### src/rtl/out_checksum_pkg.sv
// Shared types and constants for the out_checksum output stage.
`ifndef CLOG2
`define CLOG2(x) $clog2(x)
`endif

package out_checksum_pkg;

  // Width of one serialised output symbol.
  localparam int NIB_W = 4;

  // Bit positions inside the trailing status nibble.
  localparam int ST_CNT_OK = 3;
  localparam int ST_OVR    = 2;
  localparam int ST_SAT    = 1;

  // Run-tracking FSM encodings.
  typedef enum logic [1:0] {
    S_IDLE  = 2'd0,
    S_ACCUM = 2'd1,
    S_DRAIN = 2'd2
  } state_e;

endpackage

### src/rtl/out_checksum_nibble_serializer.sv
// Shifts a signature-plus-status word out MSB nibble first on registered
// data_out/data_valid pins. The final (status) nibble is OR-ed with a late
// sticky-flag input so flags raised while draining still reach the pins.
module nibble_serializer
  import out_checksum_pkg::*;
#(
  parameter int DIN_WIDTH = 32
) (
  input  logic                   clk_i,
  input  logic                   rst_i,
  input  logic                   load_i,
  input  logic [DIN_WIDTH+3:0]   load_word_i,
  input  logic [NIB_W-1:0]       tail_i,
  output logic [NIB_W-1:0]       data_out_o,
  output logic                   data_valid_o,
  output logic                   busy_o
);

  localparam int NNIB  = DIN_WIDTH / NIB_W;
  localparam int REM_W = $clog2(NNIB + 1);

  logic [DIN_WIDTH-1:0] shreg_q, shreg_d;
  logic [REM_W-1:0]     rem_q, rem_d;
  logic [NIB_W-1:0]     dout_q, dout_d;
  logic                 dv_q, dv_d;

  // Next nibble selection: load emits the top nibble at once, then one per cycle.
  always_comb begin
    shreg_d = shreg_q;
    rem_d   = rem_q;
    dout_d  = '0;
    dv_d    = 1'b0;
    if (load_i) begin
      dout_d  = load_word_i[DIN_WIDTH+3 -: NIB_W];
      dv_d    = 1'b1;
      shreg_d = load_word_i[DIN_WIDTH-1:0];
      rem_d   = REM_W'(NNIB);
    end else if (rem_q != '0) begin
      dv_d   = 1'b1;
      dout_d = shreg_q[DIN_WIDTH-1 -: NIB_W];
      if (rem_q == REM_W'(1)) begin
        dout_d = dout_d | tail_i;
      end
      shreg_d = shreg_q << NIB_W;
      rem_d   = rem_q - REM_W'(1);
    end
  end

  // Shift register, remaining count and registered output pins.
  always_ff @(posedge clk_i) begin
    if (rst_i) begin
      shreg_q <= '0;
      rem_q   <= '0;
      dout_q  <= '0;
      dv_q    <= 1'b0;
    end else begin
      shreg_q <= shreg_d;
      rem_q   <= rem_d;
      dout_q  <= dout_d;
      dv_q    <= dv_d;
    end
  end

  assign data_out_o   = dout_q;
  assign data_valid_o = dv_q;
  // Low once the status nibble is being presented, so the FSM leaves DRAIN in step.
  assign busy_o       = (rem_q != '0);

endmodule

### src/rtl/out_checksum.sv
// Folds one kernel run's result stream into a rotate-XOR signature and
// serialises signature plus status onto a 4-bit pin bus on ap_done.
// Handshake: a word transfers in every cycle din_write=1 while in ACCUM;
// full_n is low only in DRAIN, and writes seen there are dropped and flagged.
module out_checksum
  import out_checksum_pkg::*;
#(
  parameter int DIN_WIDTH = 32,
  parameter int EXP_COUNT = 64,
  parameter int CNT_W     = `CLOG2(EXP_COUNT) + 1
) (
  input  logic                 ap_clk,
  input  logic                 ap_rst,
  input  logic                 ap_start,
  input  logic                 ap_done,
  input  logic [DIN_WIDTH-1:0] din,
  input  logic                 din_write,
  output logic                 full_n,
  output logic [NIB_W-1:0]     data_out,
  output logic                 data_valid,
  output logic [1:0]           dbg_state_o
);

  localparam logic [CNT_W-1:0] CNT_MAX = {CNT_W{1'b1}};

  state_e               state_q, state_d;
  logic [DIN_WIDTH-1:0] acc_q, acc_d;
  logic [CNT_W-1:0]     cnt_q, cnt_d;
  logic                 ovr_q, ovr_d;
  logic                 full_n_q, full_n_d;

  logic [DIN_WIDTH-1:0] acc_fold;
  logic [CNT_W-1:0]     cnt_inc;
  logic                 ser_load;
  logic                 ser_busy;
  logic [NIB_W-1:0]     status;
  logic [NIB_W-1:0]     tail;

  assign acc_fold = {acc_q[DIN_WIDTH-2:0], acc_q[DIN_WIDTH-1]} ^ din;
  assign cnt_inc  = (cnt_q == CNT_MAX) ? cnt_q : cnt_q + CNT_W'(1);

  // FSM next state, accumulator/counter update and serializer load.
  always_comb begin
    state_d  = state_q;
    acc_d    = acc_q;
    cnt_d    = cnt_q;
    ovr_d    = ovr_q;
    ser_load = 1'b0;
    case (state_q)
      S_IDLE: begin
        if (ap_start) begin
          acc_d   = '0;
          cnt_d   = '0;
          ovr_d   = 1'b0;
          state_d = S_ACCUM;
        end
      end
      S_ACCUM: begin
        if (din_write) begin
          acc_d = acc_fold;
          cnt_d = cnt_inc;
        end
        if (ap_done) begin
          ser_load = 1'b1;
          state_d  = S_DRAIN;
        end
      end
      S_DRAIN: begin
        if (din_write) begin
          ovr_d = 1'b1;
        end
        if (!ser_busy) begin
          state_d = S_IDLE;
        end
      end
      default: state_d = S_IDLE;
    endcase
    full_n_d = (state_d != S_DRAIN);
  end

  // Status captured at load time; the same-cycle write is already in cnt_d.
  always_comb begin
    status            = '0;
    status[ST_CNT_OK] = (cnt_d == CNT_W'(EXP_COUNT));
    status[ST_OVR]    = ovr_q;
    status[ST_SAT]    = (cnt_d == CNT_MAX);
    tail              = '0;
    tail[ST_OVR]      = ovr_d;
  end

  // State and datapath registers.
  always_ff @(posedge ap_clk) begin
    if (ap_rst) begin
      state_q  <= S_IDLE;
      acc_q    <= '0;
      cnt_q    <= '0;
      ovr_q    <= 1'b0;
      full_n_q <= 1'b1;
    end else begin
      state_q  <= state_d;
      acc_q    <= acc_d;
      cnt_q    <= cnt_d;
      ovr_q    <= ovr_d;
      full_n_q <= full_n_d;
    end
  end

  nibble_serializer #(
    .DIN_WIDTH(DIN_WIDTH)
  ) u_ser (
    .clk_i        (ap_clk),
    .rst_i        (ap_rst),
    .load_i       (ser_load),
    .load_word_i  ({acc_d, status}),
    .tail_i       (tail),
    .data_out_o   (data_out),
    .data_valid_o (data_valid),
    .busy_o       (ser_busy)
  );

  assign full_n      = full_n_q;
  assign dbg_state_o = state_q;

endmodule
### config.mk
export PLATFORM = sky130hd
export DESIGN_NAME = out_checksum
export DESIGN_NICKNAME = d
export VERILOG_FILES = /design/src/rtl/out_checksum_pkg.sv /design/src/rtl/out_checksum_nibble_serializer.sv /design/src/rtl/out_checksum.sv
export SDC_FILE = /design/constraint.sdc
export NUM_CORES = 1
export LEC_CHECK = 0
export ABC_AREA = 0
export CORE_UTILIZATION = 59
export CTS_BUF_LIST = sky130_fd_sc_hd__clkbuf_8
export DETAILED_ROUTE_END_ITERATION = 8
export DONT_BUFFER_PORTS = 1
export PLACE_DENSITY = 0.78
export SLEW_MARGIN = 5
export SYNTH_ARGS = -nofsm -noshare
export SYNTH_HDL_FRONTEND = slang
export SYNTH_SLANG_ARGS = --single-unit
### constraint.sdc
create_clock -name ap_clk -period 2.2 [get_ports ap_clk]
set_input_delay 0.44 -clock ap_clk [delete_from_list [all_inputs] [get_ports ap_clk]]
set_output_delay 0.44 -clock ap_clk [all_outputs]
set_load 0.01 [all_outputs]
# Yosys cells after proc, flatten, opt, wreduce, memory -nomap -nowiden
# Cells that the tools add are included.
word_totals:
  elab_cells: 50
  in_bits: 37
  output_inout_bits: 8
  reg_bits: 83
op_classes:
  mux: 25
  eq_ne: 7
  n_reduce_logical: 4
  n_bitwise: 2
  addsub: 2
ops:
  columns: ["operator", "n"]
  rows:
  - ["2-to-1 mux 32 bit", 4]
  - ["case mux 32 bit (2 select lines)", 1]
  - ["XOR 32 bit", 1]
  - ["equality test 7 bit, second input constant", 3]
  - ["2-to-1 mux 7 bit", 3]
  - ["2-to-1 mux 4 bit", 5]
  - ["case mux 7 bit (2 select lines)", 1]
  - ["adder 7 x 1 -> 7 bit, second input constant", 1]
  - ["2-to-1 mux 1 bit", 6]
  - ["2-to-1 mux 2 bit", 3]
  - ["case mux 2 bit (3 select lines)", 1]
  - ["equality test 4 x 1 -> 1 bit, second input constant", 1]
  - ["OR 4 x 3 -> 4 bit", 1]
  - ["nonzero test 4 bit", 1]
  - ["subtractor 4 x 1 -> 4 bit, second input constant", 1]
  - ["equality test 2 x 1 -> 1 bit, second input constant", 1]
  - ["equality test 2 bit, second input constant", 1]
  - ["logical NOT 2 bit", 1]
  - ["inequality test 2 bit, second input constant", 1]
  - ["case mux 1 bit (2 select lines)", 1]
  - ["nonzero test 2 bit", 1]
  - ["OR reduction 2 bit", 1]

# Depth between registers and ports, before layout
# Gate-level depths: netlist of the first run.
logic_depth:
  ltp_word: 6
  depth_mapped: 8
  mapped_depth_nobuf: 6

# Hierarchy
# From an unflattened synthesis of the first run, not the netlist that was laid out.
unflattened:
  hier_cells: 466
  area_unflattened_um2: 3958.8
by_module_without_submodules:
  columns: ["module", "instances", "seq_area_each_um2", "cells_per_inst", "area_each_um2"]
  rows:
  - ["out_checksum", 1, 860.8, 256, 2139.6]
  - ["nibble_serializer", 1, 820.8, 210, 1819.2]

# Worst setup path after synthesis of the first run
# Ideal clock, no wire load.
synth_timing:
  path_kind: "reg-to-reg"
  startpoint: "reg u_ser.rem_q[0]"
  endpoint: "reg u_ser.shreg_q[12]"
  path_slack_ps: 175
  arrival_time_ps: 1904
  t_required_ps: 2078
  path_stages_with_launch: 8
  cell_sequence: "dfxtp_1 > inv_1 > ha_1 > nor3b_1 > buf_2 > buf_2 > mux2i_1 > o2bb2ai_1"
synth_via:
  elab_chain_cells: 2
synth_rtl:
  columns: ["element", "line_no", "source"]
  rows:
  - ["start: declaration", "out_checksum_nibble_serializer.sv:23", "logic [REM_W-1:0] rem_q, rem_d;"]
  - ["start signal: assignment", "out_checksum_nibble_serializer.sv:58", "rem_q <= rem_d;"]
  - ["nonzero test 4 bit", "out_checksum_nibble_serializer.sv:38", "end else if (rem_q != '0) begin"]
  - ["nonzero test 2 bit (no source line)", null, null]
  - ["end signal: assignment", "out_checksum_nibble_serializer.sv:57", "shreg_q <= shreg_d;"]
  - ["end: declaration", "out_checksum_nibble_serializer.sv:22", "logic [DIN_WIDTH-1:0] shreg_q, shreg_d;"]
# Every way passes these cells.
# A chain may end at the register's enable or synchronous reset.

# Final worst setup path of the first run
layout_timing:
  startpoint: "reg cnt_q[0]"
  endpoint: "reg u_ser.shreg_q[3]"
layout_via:
  elab_chain_cells: 6
  word_cells_on_any_way: 8
  classes_between: "add/sub: 1; eq/ne: 2; mux: 5"
layout_rtl:
  columns: ["element", "line_no", "source"]
  rows:
  - ["start: declaration", "out_checksum.sv:28", "logic [CNT_W-1:0] cnt_q, cnt_d;"]
  - ["start signal: assignment", "out_checksum.sv:102", "cnt_q <= cnt_d;"]
  - ["adder 7 x 1 -> 7 bit / equality test 7 bit (equally long branches)", "out_checksum.sv:40", "assign cnt_inc = (cnt_q == CNT_MAX) ? cnt_q : cnt_q + CNT_W'(1);"]
  - ["2-to-1 mux 7 bit", "out_checksum.sv:40", null]
  - ["2-to-1 mux 7 bit", "out_checksum.sv:59", "if (din_write) begin"]
  - ["case mux 7 bit (2 select lines) *", "out_checksum.sv:49", "case (state_q)"]
  - ["equality test 7 bit *", "out_checksum.sv:84", "status[ST_CNT_OK] = (cnt_d == CNT_W'(EXP_COUNT));"]
  - ["2-to-1 mux 32 bit *", "out_checksum_nibble_serializer.sv:33", "if (load_i) begin"]
# Mark *: on every way between the ends. The rest lies on a longest branch, timed or not.

==> impl_metrics.env, run 1 <==
export IMPL_fill_cells=481
export IMPL_core_area_sq_um=5920
export IMPL_setup_ws_ns=0.226
export IMPL_routabilityCongestion=0.927
export IMPL_hold_end="dbg_state_o[0]"
export IMPL_r2r_start="cnt_q[0]"
export IMPL_fin_crit_ns=1.97
export IMPL_drt_antenna_violating_nets=0
export IMPL_worstHoldPathCells=1
export IMPL_synth_xor_area_frac=0.0798
export IMPL_die_x_um=80.4
export IMPL_post_drt_wl_per_cell_um=16.8
export IMPL_post_cts_buffers=0
export IMPL_rsz0062_at_grt="no"
export IMPL_cts_tree="yes"
export IMPL_start_kind="register"
export IMPL_hp_class="input pin to register"
export IMPL_drive_gt1_frac=0.0677
export IMPL_yosysMostFrequentCell="dfxtp_1"
export IMPL_r2r_end="u_ser.shreg_q[3]"
export IMPL_synthSimpleGateAreaFrac=0.154
export IMPL_status="finished clean"
export IMPL_pre_cts_slack_ns=0.184
export IMPL_yosys_register_bits=83
export IMPL_ios=45
export IMPL_grt_pass1_wl_mm=12.5
export IMPL_syn2layout_area_growth_pct=8.08
export IMPL_multi_input_area_sq_um=1820
export IMPL_synth_cells=388
export IMPL_synth_top_area_frac=0.459
export IMPL_clkSinkCount=83
export IMPL_cts_root_buf="clkbuf_8"
export IMPL_syn_nets=428
export IMPL_synthAdderAreaFrac=0.0104
export IMPL_ys_seq_area_frac=0.459
export IMPL_synthTopCellsByCount="dfxtp_1, nor2_1, a211oi_1"
export IMPL_reg2reg_depth=6
export IMPL_cts_hold_buf=0
export IMPL_clock_latency_ns=0.35
export IMPL_initial_core_util=0.612
export IMPL_viasPerCell=6.12
export IMPL_synth_top_family_by_area="compound AO/OA/AOI/OAI gates"
export IMPL_yosys_warnings=0
export IMPL_skew_ns=0.0140
export IMPL_max_clock_freq_mhz=507
export IMPL_antenna_found_initial=0
export IMPL_hold_viol=0
export IMPL_arrival_ns=2.27
export IMPL_power_density_nw_per_um2=987
export IMPL_post_route_period_util=0.897
export IMPL_drc=0
export IMPL_hp_start="ap_rst"
export IMPL_ff2ff_setup_slack_ns=0.23
export IMPL_clock_path_buffers=2
export IMPL_maxCapViolCount=0
export IMPL_total_power_w=0.00387
export IMPL_grt_max_degree=69
export IMPL_cp_max_fo=9
export IMPL_tightestPinTransition_ns=0.411
export IMPL_clk_pin_slew_ns=0.09
export IMPL_drtPass1Iterations=5
export IMPL_dieArea_sq_um=6460
export IMPL_dr_total_vias=2809
export IMPL_p_leak_nw=1.48
export IMPL_die_h_um=80.4
export IMPL_syn_avg_cell_area_sq_um=9.34
export IMPL_async_flop_share=0
export IMPL_synth_compound_area_frac=0.236
export IMPL_hpwl_mm=4.98
export IMPL_cts_resized=0
export IMPL_timing_hold_ws_ns=0.164
export IMPL_synth_mux_area_frac=0.0225
export IMPL_numCtsBuffers=9
export IMPL_critPathKind="register to register"
export IMPL_grt_pass1_vias=2530
export IMPL_regArea_sq_um=1660
export IMPL_endpoint_kind="register"
export IMPL_drv_slew=0
export IMPL_worst_ir_drop_vdd_mv=0.717
export IMPL_grt_usage=0.255
export IMPL_relSlewSlack=0.725
export IMPL_row_count=28
export IMPL_drt_wl_total_mm=7.70
export IMPL_worstPathRequired_ns=2.49
export IMPL_h_tree_depth=3
export IMPL_gr_total_overflow=0
export IMPL_setup_viol=0
export IMPL_placed_cell_area_sq_um=3690
export IMPL_synth_edf_count=0
export IMPL_portBuffers=0
export IMPL_yosys_area_top_type="dfxtp_1"
export IMPL_cp_startpoint="cnt_q[0]"
export IMPL_tns_ns=0
export IMPL_synth_ff_type="dfxtp_1"
export IMPL_synth_distinct_cells=46
export IMPL_synthTopCellsByArea="dfxtp_1, a211oi_1, xor2_1"
export IMPL_final_nets=419
export IMPL_antenna_cells=0
export IMPL_drtIter0Drc=192
export IMPL_final_cell_area_sq_um=3920
export IMPL_synth_area_sq_um=3620
[where the power goes]
part | switching (W) | total (W) | internal [W]
logic | 0.000549 | 0.000907 | 0.000359
clock network | 0.000531 | 0.00123 | 0.000696
registers | 0.0000943 | 0.00173 | 0.00164
total | 0.00117 | 0.00387 | 0.00269
[through the flow]
| step | utilization | instances |
|---|---|---|
| after floorplan | - | 388 |
| after global placement | 0.623 | 443 |
| after detailed placement | 0.623 | 443 |
| after CTS | 0.661 | 459 |
| after global routing | 0.661 | 459 |
| final | 0.661 | 459 |
[sequential cells by signal (all words and copies together), names as in the netlist]
signal              flops
dbg_state_o             2
acc_q                  32
ovr_q                   1
full_n                  1
u_ser.rem_q             4
u_ser.data_out_o        4
u_ser.shreg_q          31
u_ser.data_valid_o      1
cnt_q                   7
[worst max-delay path by stage]
stage | depth (start not counted) | slack, ns | endpoint
floorplan | 7 | 0.17 | u_ser.shreg_q[12]
global placement | 5 | 0.22 | u_ser.shreg_q[3]
detailed placement | 5 | 0.18 | u_ser.shreg_q[3]
CTS | 6 | 0.24 | u_ser.shreg_q[3]
global route | 6 | 0.14 | u_ser.shreg_q[3]
finish | 6 | 0.23 | u_ser.shreg_q[3]
[kinds of logic after synthesis]
kind of cell | after synthesis
buffers and inverters | 34
muxes | 8
adders and majority gates | 3
AOI/OAI and AO/OA | 116
and+or+nand+nor | 111
xor gates and xnor gates | 33
DFF | 83
[layout by cell type, fill, tap and decap left out, types with 2 or more instances in the layout]
cell,n
a31oi_1,3
nor2b_1,21
buf_12,2
bufinv_16,2
o21ai_1,4
nor3_1,3
ha_1,3
inv_1,7
a211oi_1,41
clkbuf_8,11
a32oi_1,2
or3_1,2
and3_1,4
dfxtp_1,83
a22oi_1,33
and2_1,7
a21oi_1,10
o32ai_1,3
nand3_1,6
mux2i_1,7
xor2_1,32
nor2_1,44
nand2_1,11
o21ai_0,2
nand2b_1,4
o2bb2ai_1,8
buf_4,6
[critical path, cell delays in order, from the launching register on]
cell     delay (ns)
dfxtp_1        0.48
ha_1           0.26
and3_1         0.21
and3_1         0.17
a31oi_1        0.13
or4_1          0.53
o21ai_1        0.13
[final cells by class]
class                   count  share of cell area
clock buffers              11              0.0387
clock inverters             5              0.0195
multi-input cells         271               0.466
inverters                   6             0.00575
flip-flops and latches     83               0.424
well taps                  75              0.0240
repair buffers              8              0.0217
[per-layer routing]
metal	wire length [um]	global-route usage	share of wire	up-vias
met5	0	0	0	-
met4	116	0.111	0.015	0
met3	461	0.0511	0.060	10
met2	3680	0.414	0.48	85
met1	3430	0.328	0.45	1325
li1	-	-	-	1389
Power figures use the tool's default switching activity.
==> run 2, diff against run 1 <==
--- a/config.mk
+++ b/config.mk
@@ -6,6 +6,8 @@
 export NUM_CORES = 1
 export LEC_CHECK = 0
 export ABC_AREA = 0
+export CAP_MARGIN = 20
+export CORE_ASPECT_RATIO = 1.25
 export CORE_UTILIZATION = 59
 export CTS_BUF_LIST = sky130_fd_sc_hd__clkbuf_8
 export DETAILED_ROUTE_END_ITERATION = 8
==> run 2 against run 1 <==
Register-to-register slack got worse by 0.02 ns; critical path depth fell by 1; combinational power rose by 0.9%; first-iteration DRC count fell by 41%; highest routed layer unchanged.
==> impl_metrics.env, run 2 (synthesized netlist as in run 1, its figures left out) <==
export IMPL_ff2ff_setup_slack_ns=0.20
export IMPL_clock_latency_ns=0.36
export IMPL_final_nets=420
export IMPL_cp_max_fo=10
export IMPL_initial_core_util=0.618
export IMPL_dr_total_vias=2774
export IMPL_cts_hold_buf=0
export IMPL_worstPathRequired_ns=2.49
export IMPL_cts_root_buf="clkbuf_8"
export IMPL_drive_gt1_frac=0.0727
export IMPL_h_tree_depth=3
export IMPL_critPathKind="register to register"
export IMPL_cp_buffers_inverters=0
export IMPL_rsz0062_at_grt="no"
export IMPL_r2r_start="dbg_state_o[1]"
export IMPL_status="finished clean"
export IMPL_slowest_stage="or4_1"
export IMPL_final_common_cell="dfxtp_1"
export IMPL_clk_pin_slew_ns=0.09
export IMPL_arrival_ns=2.28
export IMPL_antenna_cells=0
export IMPL_p_leak_nw=1.47
export IMPL_largest_register_ffs=32
export IMPL_layout_common_cells="dfxtp_1, nor2_1, a211oi_1"
export IMPL_cts_resized=0
export IMPL_start_kind="register"
export IMPL_drt_antenna_violating_nets=0
export IMPL_reg2reg_depth=5
export IMPL_hpwl_mm=5.21
export IMPL_hold_end="u_ser.shreg_q[2]"
export IMPL_hp_class="input pin to register"
export IMPL_drc=0
export IMPL_gr_total_overflow=0
export IMPL_fin_util=0.667
export IMPL_endpoint_kind="register"
export IMPL_relSlewSlack=0.746
export IMPL_syn2layout_area_growth_pct=7.77
export IMPL_worst_ir_drop_vdd_mv=0.608
export IMPL_numCtsBuffers=9
export IMPL_tightestPinTransition_ns=0.381
export IMPL_die_x_um=72.1
export IMPL_portBuffers=0
export IMPL_drtPass1Iterations=4
export IMPL_hold_viol=0
export IMPL_antenna_found_initial=0
export IMPL_power_density_nw_per_um2=962
export IMPL_post_drt_wl_per_cell_um=16.2
export IMPL_maxCapViolCount=0
export IMPL_drtIter0Drc=114
export IMPL_dieArea_sq_um=6460
export IMPL_drt_wl_total_mm=7.57
export IMPL_viasPerCell=5.94
export IMPL_routabilityCongestion=0.829
export IMPL_skew_ns=0.00994
export IMPL_cts_tree="yes"
export IMPL_clkSinkCount=83
export IMPL_grt_usage=0.252
export IMPL_post_route_period_util=0.907
export IMPL_cpLargestDelayFamily="simple AND/OR/NAND/NOR gates"
export IMPL_grt_pass1_vias=2637
export IMPL_worstHoldPathCells=1
export IMPL_core_area_sq_um=5860
export IMPL_r2r_end="u_ser.shreg_q[3]"
export IMPL_ios=45
export IMPL_hp_start="ap_rst"
export IMPL_row_count=31
export IMPL_crit_chain="or3b_1 -> o311a_1 -> a31o_1 -> or4_1 -> o21ai_1"
export IMPL_clock_path_buffers=2
export IMPL_grt_pass1_wl_mm=12.5
export IMPL_max_clock_freq_mhz=501
export IMPL_grt_max_degree=69
export IMPL_tns_ns=0
export IMPL_post_cts_buffers=0
export IMPL_drv_slew=0
export IMPL_max_stage_delay_ns=0.52
export IMPL_largest_register="acc_q"
export IMPL_top_regs="acc_q x32, u_ser.shreg_q x31, cnt_q x7"
export IMPL_fin_crit_ns=2.00
export IMPL_die_h_um=89.6
export IMPL_setup_viol=0
run 2: changes by cell type in the layout (fill, tap and decap cells not counted), sizes merged:
| cell | delta |
|---|---|
| clkinv | +1 |
| buf | +1 |
| clkinvlp | +1 |
| clkbuf | -2 |
| inv | +1 |
| bufinv | -1 |
run 2: per-stage QoR:
stage	setup WS, ns	cell area (sq um)	instances	total power (W)	hold WS (ns)
floorplan	0.175	3620	388	0.00248	0.433
global placement	0.237	3700	451	0.00267	0.473
detailed placement	0.206	3700	451	0.00269	0.458
CTS	0.210	3900	467	0.00377	0.136
global route	0.123	3900	467	0.00397	0.124
finish	0.204	3900	467	0.00375	0.151
run 2: final cells by class:
type	instances	area, sq um
fillers	482	1950
multi-input cells	271	1820
flip-flops and latches	83	1660
clock buffers	9	124
well taps	82	103
repair buffers	9	92.6
clock inverters	7	76.3
inverters	6	22.5
run 2: worst register-to-register path, delay by kind of cell, from the launching register on:
kind / cells / cell delay (ns)
simple gates: 2 / 1.03
compound gates: 3 / 0.51
flops: 1 / 0.39
run 2: power breakdown:
part           leakage (nW)  internal, W  switching [W]  total [W]
combinational         0.697     0.000375       0.000540   0.000915
clock                0.0962     0.000532       0.000566    0.00110
sequential            0.674      0.00164       0.000104    0.00174
total                  1.47      0.00254        0.00121    0.00375
run 2: how the worst max path moves through the flow:
stage / slack, ns / startpoint / cells past startpoint / to
global route: 0.12 / dbg_state_o[1] / 5 / u_ser.shreg_q[3]
detailed placement: 0.21 / ap_start / 5 / u_ser.shreg_q[3]
CTS: 0.21 / dbg_state_o[1] / 5 / u_ser.shreg_q[3]
global placement: 0.24 / ap_start / 5 / u_ser.shreg_q[3]
finish: 0.20 / dbg_state_o[1] / 5 / u_ser.shreg_q[3]
floorplan: 0.17 / u_ser.rem_q[0] / 7 / u_ser.shreg_q[12]
run 2: layer usage:
| layer | routed length [um] | vias up | GRT usage |
|---|---|---|---|
| li1 | - | 1388 | - |
| met1 | 3200 | 1309 | 0.302 |
| met2 | 3930 | 64 | 0.432 |
| met5 | 0 | - | 0 |
| met4 | 137 | 0 | 0.116 |
| met3 | 310 | 13 | 0.0547 |
==> run 3, diff against run 2 <==
--- a/config.mk
+++ b/config.mk
@@ -8,11 +8,10 @@
 export ABC_AREA = 0
 export CAP_MARGIN = 20
 export CORE_ASPECT_RATIO = 1.25
-export CORE_UTILIZATION = 59
+export CORE_UTILIZATION = 35
 export CTS_BUF_LIST = sky130_fd_sc_hd__clkbuf_8
 export DETAILED_ROUTE_END_ITERATION = 8
 export DONT_BUFFER_PORTS = 1
-export PLACE_DENSITY = 0.78
 export SLEW_MARGIN = 5
 export SYNTH_ARGS = -nofsm -noshare
 export SYNTH_HDL_FRONTEND = slang
==> constraint.sdc (replaced) <==
create_clock -name ap_clk -period 2.2 [get_ports ap_clk]
set_input_delay 0.33 -clock ap_clk [delete_from_list [all_inputs] [get_ports ap_clk]]
set_output_delay 0.33 -clock ap_clk [all_outputs]
set_load 0.01 [all_outputs]
==> run 3 against run 2 <==
Hold slack got worse by 0.096 ns; worst setup slack improved by 0.0063 ns; sequential cell count unchanged; largest cell class unchanged.
==> impl_metrics.env, run 3 (synthesized netlist as in run 1, its figures left out) <==
export IMPL_drive_gt1_frac=0.0725
export IMPL_r2r_end="u_ser.shreg_q[3]"
export IMPL_final_nets=421
export IMPL_cts_root_buf="clkbuf_8"
export IMPL_worstHoldPathCells=1
export IMPL_gr_total_overflow=0
export IMPL_cp_max_fo=9
export IMPL_r2r_start="dbg_state_o[0]"
export IMPL_grtUsageMet1=0.203
export IMPL_die_h_um=116
export IMPL_grt_max_degree=69
export IMPL_cts_hold_buf=0
export IMPL_grt_pass1_vias=2665
export IMPL_cts_tree="yes"
export IMPL_max_clock_freq_mhz=503
export IMPL_syn2layout_area_growth_pct=9.05
export IMPL_maxCapViolCount=0
export IMPL_drtPass1Iterations=4
export IMPL_grt_util_met2=0.271
export IMPL_largest_register="acc_q"
export IMPL_viasPerCell=5.42
export IMPL_rsz0062_at_grt="no"
export IMPL_setup_ws_ns=0.210
export IMPL_hpwl_mm=5.70
export IMPL_h_tree_depth=3
export IMPL_fin_crit_ns=1.99
export IMPL_setup_viol=0
export IMPL_arrival_ns=2.27
export IMPL_core_area_sq_um=10100
export IMPL_post_route_period_util=0.904
export IMPL_antenna_found_initial=0
export IMPL_top_regs="acc_q x32, u_ser.shreg_q x31, cnt_q x7"
export IMPL_final_common_cell="dfxtp_1"
export IMPL_portBuffers=0
export IMPL_skew_ns=0.00805
export IMPL_use_met3=0.0427
export IMPL_clk_pin_slew_ns=0.08
export IMPL_p_leak_nw=1.47
export IMPL_ff2ff_setup_slack_ns=0.21
export IMPL_clkSinkCount=83
export IMPL_routabilityCongestion=0.809
export IMPL_drtIter0Drc=108
export IMPL_drt_wl_total_mm=8.26
export IMPL_timing_hold_ws_ns=0.0551
export IMPL_ios=45
export IMPL_antenna_cells=0
export IMPL_largest_register_ffs=32
export IMPL_tns_ns=0
export IMPL_die_x_um=93.0
export IMPL_worst_ir_drop_vdd_mv=0.452
export IMPL_grt_pass1_wl_mm=13.6
export IMPL_reg2reg_depth=5
export IMPL_worstPathRequired_ns=2.48
export IMPL_relSlewSlack=0.699
export IMPL_endpoint_kind="register"
export IMPL_post_cts_buffers=0
export IMPL_clock_path_buffers=2
export IMPL_dieArea_sq_um=10800
export IMPL_hp_class="input pin to register"
export IMPL_post_drt_wl_per_cell_um=16.0
export IMPL_tightestPinTransition_ns=0.450
export IMPL_initial_core_util=0.360
export IMPL_start_kind="register"
export IMPL_clock_latency_ns=0.35
export IMPL_status="finished clean"
export IMPL_hold_viol=0
export IMPL_pre_cts_slack_ns=0.262
export IMPL_drc=0
export IMPL_crit_end="u_ser.shreg_q[3]"
export IMPL_busiest_layer="met2"
export IMPL_drt_antenna_violating_nets=0
export IMPL_critPathKind="register to register"
export IMPL_row_count=41
export IMPL_numCtsBuffers=9
export IMPL_cts_resized=0
export IMPL_dr_total_vias=2792
export IMPL_cp_startpoint="dbg_state_o[0]"
export IMPL_grt_usage=0.163
export IMPL_layout_common_cells="dfxtp_1, nor2_1, a211oi_1"
export IMPL_drv_slew=0
export IMPL_power_density_nw_per_um2=929
run 3: cell count changes in the layout (fill, tap and decap cells not counted):
cell,change
buf_4,+1
inv_1,+1
inv_6,-2
bufinv_16,-1
clkinv_2,+1
clkbuf_8,+2
clkinv_4,-1
run 3: per-layer routing:
metal,vias up,wire (um)
met5,-,0
met4,0,114
met3,10,380
met2,71,4040
met1,1318,3720
li1,1393,-
run 3: area by class of cell:
cell class,count,area [sq um]
fill,1049,6100
multi-input combinational,271,1820
sequential,83,1660
tap,129,161
clock buffer,11,151
timing repair buffer,10,100
clock inverter,5,28.8
inverter,6,22.5
run 3: critical path: stages (launching register included):
cell and delay (ns):
dfxtp_1 0.38, or3b_1 0.51, o311a_1 0.17, a31o_1 0.20, or4_1 0.52, o21ai_1 0.15
run 3: worst min-delay path by stage:
stage | start | end | slack [ns]
after floorplan | ap_done | dbg_state_o[0] | 0.43
after global placement | ap_rst | u_ser.rem_q[3] | 0.41
after detailed placement | ap_rst | acc_q[29] | 0.41
after CTS | ap_rst | cnt_q[1] | 0.03
after global routing | ap_rst | cnt_q[6] | 0.02
final | ap_rst | acc_q[29] | 0.06
run 3: power breakdown:
group	internal [W]	switching, W	leakage, nW
sequential	0.00164	0.0000984	0.674
combinational	0.000380	0.000548	0.702
clock	0.000464	0.000542	0.0925
total	0.00248	0.00119	1.47
run 3: per-stage QoR:
step	util	power [W]	cells	cell area [sq um]
global route	0.393	0.00388	515	3950
detailed placement	0.375	0.00270	499	3770
floorplan	-	0.00248	388	3620
CTS	0.393	0.00370	515	3950
finish	0.393	0.00367	515	3950
global placement	0.375	0.00269	499	3770
